--- src/rtl/switch_rr_arbiter.sv ---
// switch_rr_arbiter: round-robin arbiter with per-ownership quantum and one-cycle gap between grants
//   CLOCK_50_I    : single clock, rising edge
//   RESET_I       : asynchronous active-high reset
//   REQ_I         : request lines, bit i is requester i (already synchronous)
//   GRANT_O       : registered one-hot grant, or all zero
//   GRANT_ID_O    : binary index of the current owner, 4'hF when nobody owns
//   BUSY_O        : high while a grant is held
//   GRANT_START_O : one-cycle pulse in the first cycle of each new grant
module switch_rr_arbiter #(
    parameter int NUM_REQ = 10,
    parameter int QUANTUM = 8
) (
    input  logic               CLOCK_50_I,
    input  logic               RESET_I,
    input  logic [NUM_REQ-1:0] REQ_I,
    output logic [NUM_REQ-1:0] GRANT_O,
    output logic [3:0]         GRANT_ID_O,
    output logic               BUSY_O,
    output logic               GRANT_START_O
);
    typedef enum logic [1:0] {IDLE, GRANT, GAP} state_t;
    state_t             state_q;
    logic [3:0]         ptr_q;
    logic [15:0]        count_q;
    logic [NUM_REQ-1:0] grant_q;
    logic [3:0]         id_q;
    logic               busy_q;
    logic               start_q;
    logic [15:0]        req_pad;
    logic [4:0]         scan_idx;
    logic               win_vld_d;
    logic [3:0]         win_d;
    logic [3:0]         ptr_d;
    logic               hold_d;
    // Zero-padded view lets a 4-bit index address any requester without width games.
    assign req_pad = 16'(REQ_I);
    // Rotating scan: the first requester at or after ptr wins.
    always_comb begin
        win_vld_d = 1'b0;
        win_d     = 4'd0;
        scan_idx  = 5'd0;
        for (int k = 0; k < NUM_REQ; k++) begin
            scan_idx = {1'b0, ptr_q} + 5'(k);
            scan_idx = (scan_idx >= 5'(NUM_REQ)) ? scan_idx - 5'(NUM_REQ) : scan_idx;
            if (!win_vld_d && req_pad[scan_idx[3:0]]) begin
                win_vld_d = 1'b1;
                win_d     = scan_idx[3:0];
            end
        end
    end
    // While granting, id_q holds the owner; the next pointer is the requester after it.
    assign ptr_d  = (id_q == 4'(NUM_REQ - 1)) ? 4'd0 : id_q + 4'd1;
    assign hold_d = req_pad[id_q] && (count_q < 16'(QUANTUM));
    always_ff @(posedge CLOCK_50_I or posedge RESET_I) begin
        if (RESET_I) begin
            state_q <= IDLE;
            ptr_q   <= 4'd0;
            count_q <= 16'd0;
            grant_q <= '0;
            id_q    <= 4'hF;
            busy_q  <= 1'b0;
            start_q <= 1'b0;
        end else begin
            start_q <= 1'b0;
            case (state_q)
                GRANT: begin
                    if (hold_d) begin
                        count_q <= count_q + 16'd1;
                    end else begin
                        state_q <= GAP;
                        ptr_q   <= ptr_d;
                        grant_q <= '0;
                        id_q    <= 4'hF;
                        busy_q  <= 1'b0;
                    end
                end
                default: begin
                    if (win_vld_d) begin
                        state_q <= GRANT;
                        count_q <= 16'd1;
                        grant_q <= NUM_REQ'(1) << win_d;
                        id_q    <= win_d;
                        busy_q  <= 1'b1;
                        start_q <= 1'b1;
                    end else begin
                        state_q <= IDLE;
                        grant_q <= '0;
                        id_q    <= 4'hF;
                        busy_q  <= 1'b0;
                    end
                end
            endcase
        end
    end
    assign GRANT_O       = grant_q;
    assign GRANT_ID_O    = id_q;
    assign BUSY_O        = busy_q;
    assign GRANT_START_O = start_q;
endmodule

--- config.mk ---
export PLATFORM = sky130hd
export DESIGN_NAME = switch_rr_arbiter
export DESIGN_NICKNAME = d
export VERILOG_FILES = /design/src/rtl/switch_rr_arbiter.sv
export SDC_FILE = /design/constraint.sdc
export NUM_CORES = 1
export LEC_CHECK = 0
export CORE_MARGIN = 3
export CORE_UTILIZATION = 45
export DETAILED_ROUTE_END_ITERATION = 7
export SLEW_MARGIN = 30
export SYNTH_ARGS = -nofsm -noshare
export SYNTH_HDL_FRONTEND = slang
export SYNTH_SLANG_ARGS = --single-unit
--- constraint.sdc ---
create_clock -name CLOCK_50_I -period 9.3 [get_ports CLOCK_50_I]
set_input_delay 0.93 -clock CLOCK_50_I [delete_from_list [all_inputs] [get_ports CLOCK_50_I]]
set_output_delay 0.93 -clock CLOCK_50_I [all_outputs]
set_load 0.005 [all_outputs]
==> results.ini, run 1 <==
[sta]
max_freq_mhz=172
setup_tns_ns=0
slew_violations=0
hold_viol=0
skew_ns=0.00573
finalCritPeriodShare=0.624
setup_viol=0
min_period_ns=5.81
tightest_slew_ns=0.896
rsz0062_at_grt=no
relSlewSlack=0.386

[clock_network]
insertion_delay_ns=0.29
cts_buffer_depth=2
clk_pin_slew_ns=0.08
cts_tree=done
cts_resized=0
cts_sinks=37
hold_buffers=0
root_buffer=clkbuf_8
htree_levels=2
post_cts_buffers=0
numCtsBuffers=5

[cells_and_area]
postLayoutCellArea_sq_um=4860
filler_cell_count=938
antenna_cells=0
multi_input_area_sq_um=3290
final_nets=572
seqCellArea_sq_um=931
layout-drive-gt1-share=0.126
area_delta_synth_final_pct=10.3

[die]
ioPinCount=28
core_sq_um=9370
die_area_sq_um=11000
die-width_microns=105
die_h_microns=105
rows=35
initial_core_util=0.470

[route]
wl_met3_microns=987
viasPerCell=6.44
routed-via-count=4298
drt_pass1_iterations=5
wl_met1_microns=6310
wl_met2_microns=6010
ant_nets=0
drc=0
wirelength_microns=13500
drtIter0Drc=331
top_layer_used=met4
drt-wirelength-per-cell_microns=20.2

[worst_setup_path]
rr_worst_depth=14
critPathRequiredTime_ns=9.52
r2r-end=GRANT_O[9]
reg2reg_from=ptr_q[1]
cp-end-kind=register
rrSetupSlack_ns=3.49
path_max_fanout=24
cp-start-kind=register
critPathArrivalTime_ns=6.03
worstSetupPathType=register to register

[placed_design]
hpwl_microns=10200
placed_area_sq_um=4760
place_congestion=0.966
numPortBuffers=27

[logic_synthesis]
syn_area_per_cell_sq_um=8.44
synthDistinctLibCells=89
synth_top_area_share=0.187
synth_edf_count=0
synthCells=522
synth_top_flop_cell=dfrtp_1
synth_area_leaders=dfrtp_1 (19%), ha_1 (6.2%), mux2i_1 (5.9%)
synth.net_count=557
postSynth.asyncResetShare=1.00
yosys.area.top_type=dfrtp_1
synth-seq-cells=37
syn_area_sq_um=4410
yosys_warnings=0
ys_seq_area_frac=0.211

[grt]
grt_pass1_wl_microns=22100
grt-ovfl-total=0
grt_antenna_before_repair=0
grt_max_degree=38
track_usage=0.248
grt_pass1_vias=4096

[outcome]
status=finished clean

[run]
drv_cap=0

[hold_path]
hold_path_end=GRANT_O[3]
hold_start=GRANT_O[3]
whs_path_depth=2
hp-class=register to register

worst max path at each step:
stage | to | start | slack (ns) | cells after the start
2_1_floorplan | GRANT_O[2] | ptr_q[0] | 4.65 | 19
3_3_place_gp | GRANT_O[9] | ptr_q[1] | 3.77 | 14
3_5_place_dp | GRANT_O[9] | ptr_q[1] | 3.54 | 14
4_1_cts | GRANT_O[9] | ptr_q[1] | 3.56 | 14
5_1_grt | GRANT_O[9] | ptr_q[1] | 2.89 | 14
6_report | GRANT_O[9] | ptr_q[1] | 3.49 | 14
placed cells by master, fill, tap and decap left out, drive strengths merged, types with 9 or more instances in the layout:
cell type,instances
clkdlybuf4s50,27
a21oi,36
nand2,53
nand2b,10
ha,22
xnor2,18
and2,16
mux2,13
a211oi,11
mux2i,26
nand3,15
nor2b,9
nor2,29
inv,19
o21ai,26
dfrtp,33
nor3,10
logic make-up after synthesis:
family / after synthesis / synth area share
compound gates: 164 / 0.277
xor+xnor: 19 / 0.0412
fa+ha+maj: 23 / 0.0670
buf+inv: 43 / 0.0440
flops: 37 / 0.211
mux: 46 / 0.130
simple gates: 190 / 0.230
worst max-delay path, stage by stage (launching register included):
cell and delay (ns):
dfrtp_1 0.88, inv_2 0.33, ha_1 0.73, inv_1 0.38, ha_1 0.38, nor2b_1 0.14, mux2i_1 0.08, a222oi_1 0.69
mux2i_1 0.30, and3_1 0.29, o21ai_2 0.12, o311ai_0 0.18, a211oi_1 0.18, o21ai_1 0.76, a32o_1 0.29
cells in the mapped netlist, types with 8 or more instances:
master    instances
xnor2_1          16
a211oi_1         10
nor3_1            9
nand4_1           8
inv_1            16
o21ai_0          24
and2_1           16
ha_1             22
nand2_1          52
a21oi_1          35
nand2b_1          9
nor2b_1           9
mux2_2           11
nor2_1           29
clkbuf_1         13
nand3_1          15
mux2i_1          26
dfrtp_1          33
layout make-up:
cell class                 instances  area share
clock buffer                       7      0.0198
clock inverter                     1     0.00103
inverter                          20      0.0154
multi-input combinational        442       0.677
sequential                        37       0.191
tap                              129      0.0332
timing repair buffer              31      0.0617
flip-flops by register name (all words and copies together), names as in the netlist:
| register | cells |
|---|---|
| count_q | 16 |
| GRANT_O | 10 |
| ptr_q | 4 |
| state_q | 2 |
| GRANT_START_O | 1 |
| GRANT_ID_O | 4 |
metal layers:
metal	vias up	global-route usage
met5	-	0
met4	0	0.0562
met3	23	0.0309
met2	192	0.371
met1	2059	0.377
li1	2024	-
per-stage QoR:
step                      hold slack, ns   util  setup slack (ns)  cells
after floorplan                    0.439      -              4.65    522
after global placement             0.461  0.507              3.77    659
after detailed placement           0.463  0.508              3.54    659
after CTS                          0.481  0.519              3.56    667
after global routing               0.509  0.519              2.89    667
final                              0.474  0.519              3.49    667
Power of run 1 is left out: the tool's default activity adds up to more than one toggle a clock period on the data nets, which glitch-free logic cannot reach.
==> run 2, diff against run 1 <==
Settings changed: PLACE_DENSITY from default to 0.66.
Clock period 9.3 ns to 4.96 ns, I/O delays scaled along.
==> results.ini, run 2 (synthesized netlist as in run 1, its figures left out) <==
[outcome]
status=finished clean

[route]
drtIter0Drc=429  ; +30%
routed-via-count=4429  ; +3.0%
viasPerCell=6.49  ; +0.78%
drt-wirelength-per-cell_microns=20.5  ; +1.3%
drc=0  ; unchanged
drt_pass1_iterations=5  ; unchanged
ant_nets=0  ; unchanged
wirelength_microns=14000  ; +3.6%

[die]
die_h_microns=105  ; unchanged
die_area_sq_um=11000  ; unchanged
initial_core_util=0.470  ; unchanged
die-width_microns=105  ; unchanged
ioPinCount=28  ; unchanged
rows=35  ; unchanged
core_sq_um=9370  ; unchanged

[worst_setup_path]
critical_path.slowest_cell=a32oi_1
path_common_cell=mux2i_1
slowest_delay_ns=0.54  ; -0.34 ns
critPathRequiredTime_ns=5.13  ; -4.39 ns
cp-start-kind=register
crit_path_cell_trace=inv_2, ha_1, inv_1, fa_1, a21oi_1, mux2i_1, mux2i_1, a32oi_1, nand3_1, nor2_1, o2111a_1, o221ai_2, o41ai_1
path_max_fanout=16  ; -33%
cp-end-kind=register
worstSetupPathType=register to register
critPathArrivalTime_ns=4.84  ; -1.19 ns

[sta]
relSlewSlack=0.403  ; +0.0176
setup_tns_ns=0  ; unchanged
max_freq_mhz=214  ; +24%
min_period_ns=4.66  ; -1.14 ns
rsz0062_at_grt=no
finalCritPeriodShare=0.940  ; +0.316
skew_ns=0.0172  ; +0.0115 ns
setup_viol=0  ; unchanged
hold_viol=0  ; unchanged
slew_violations=0  ; unchanged
tightest_slew_ns=0.889  ; -0.00667 ns

[clock_network]
cts_tree=done
cts_buffer_depth=2  ; unchanged
post_cts_buffers=0  ; unchanged
insertion_delay_ns=0.31  ; +0.02 ns
clk_pin_slew_ns=0.10  ; +0.02 ns
hold_buffers=0  ; unchanged
numCtsBuffers=5  ; unchanged
htree_levels=2  ; unchanged
cts_sinks=37  ; unchanged
root_buffer=clkbuf_8

[placed_design]
hpwl_microns=10900  ; +7.4%
place_congestion=0.985  ; +2.0%
numPortBuffers=27  ; unchanged

[grt]
track_usage=0.252  ; +0.00478
grt-ovfl-total=0  ; unchanged
grt_pass1_vias=4173  ; +1.9%
grt_max_degree=38  ; unchanged
grt_antenna_before_repair=0  ; unchanged
grt_pass1_wl_microns=22600  ; +2.4%

[cells_and_area]
largest_register_ffs=16  ; unchanged
top_register=count_q
filler_cell_count=901  ; -3.9%
final_cell_mix=nand2_1 (52), a21oi_1 (35), dfrtp_1 (32), nor2_1 (29), clkdlybuf4s50_1 (27)
final_nets=587  ; +2.6%
antenna_cells=0  ; unchanged
layout-drive-gt1-share=0.154  ; +0.0273
final_common_cell=nand2_1
area_delta_synth_final_pct=12.8

[hold_path]
hp-class=register to register

[run]
drv_cap=0  ; unchanged

==> run 2: layer usage <==
layer | vias up | GRT usage | part of all wire
met5 | - | 0 | 0
met3 | 33 | 0.0303 | 0.067
met1 | 2113 | 0.358 | 0.46
met2 | 221 | 0.396 | 0.45
met4 | 0 | 0.0853 | 0.029
li1 | 2062 | - | -
==> run 2: worst paths after layout <==
| path | startpoint | end | slack (ns) | depth (start not counted) |
|---|---|---|---|---|
| max | ptr_q[1] | GRANT_O[3] | 0.30 | 13 |
| min | count_q[9] | count_q[9] | 0.48 | 1 |
| max reg2reg | ptr_q[1] | GRANT_O[3] | 0.30 | 13 |
| min reg2reg | count_q[9] | count_q[9] | 0.48 | 1 |
| max in group asynchronous | RESET_I | GRANT_ID_O[2] | 3.99 | 3 |
| min in group asynchronous | RESET_I | ptr_q[2] | 0.61 | 3 |
==> run 2: critical path: cells and delay by family, from the launching register on <==
family | cells | cell delay (ns)
adder cells (fa/ha/maj) | 2 | 0.60
AND/OR/NAND/NOR | 2 | 0.73
flip-flops | 1 | 0.47
AO/OA/AOI/OAI | 5 | 1.85
multiplexers | 2 | 0.56
buffers and inverters | 2 | 0.32
==> run 2: cell type report <==
| type | instances | area [sq um] | share of cell area |
|---|---|---|---|
| Clock buffer | 6 | 82.6 | 0.0166 |
| Clock inverter | 2 | 13.8 | 0.00277 |
| Inverter | 20 | 75.1 | 0.0151 |
| Multi-Input combinational cell | 442 | 3290 | 0.663 |
| Sequential cell | 37 | 932 | 0.187 |
| Tap cell | 129 | 161 | 0.0325 |
| Timing Repair Buffer | 46 | 413 | 0.0830 |
==> run 2: through the flow <==
step	worst slack [ns]	cells	utilization	area (sq um)	hold slack (ns)
after floorplan	0.310	522	-	4410	0.439
after global placement	0.338	674	0.519	4870	0.458
after detailed placement	0.319	674	0.519	4870	0.468
after CTS	0.241	682	0.530	4960	0.488
after global routing	0.00282	682	0.531	4970	0.495
final	0.296	682	0.531	4970	0.482
==> run 2: timing repair <==
action                                 in CTS  in global routing
setup endpoints to repair                   0                 15
gates resized for setup                     0                  2
endpoints found under the hold margin       0                  0
Power of run 2 is left out for the same reason.
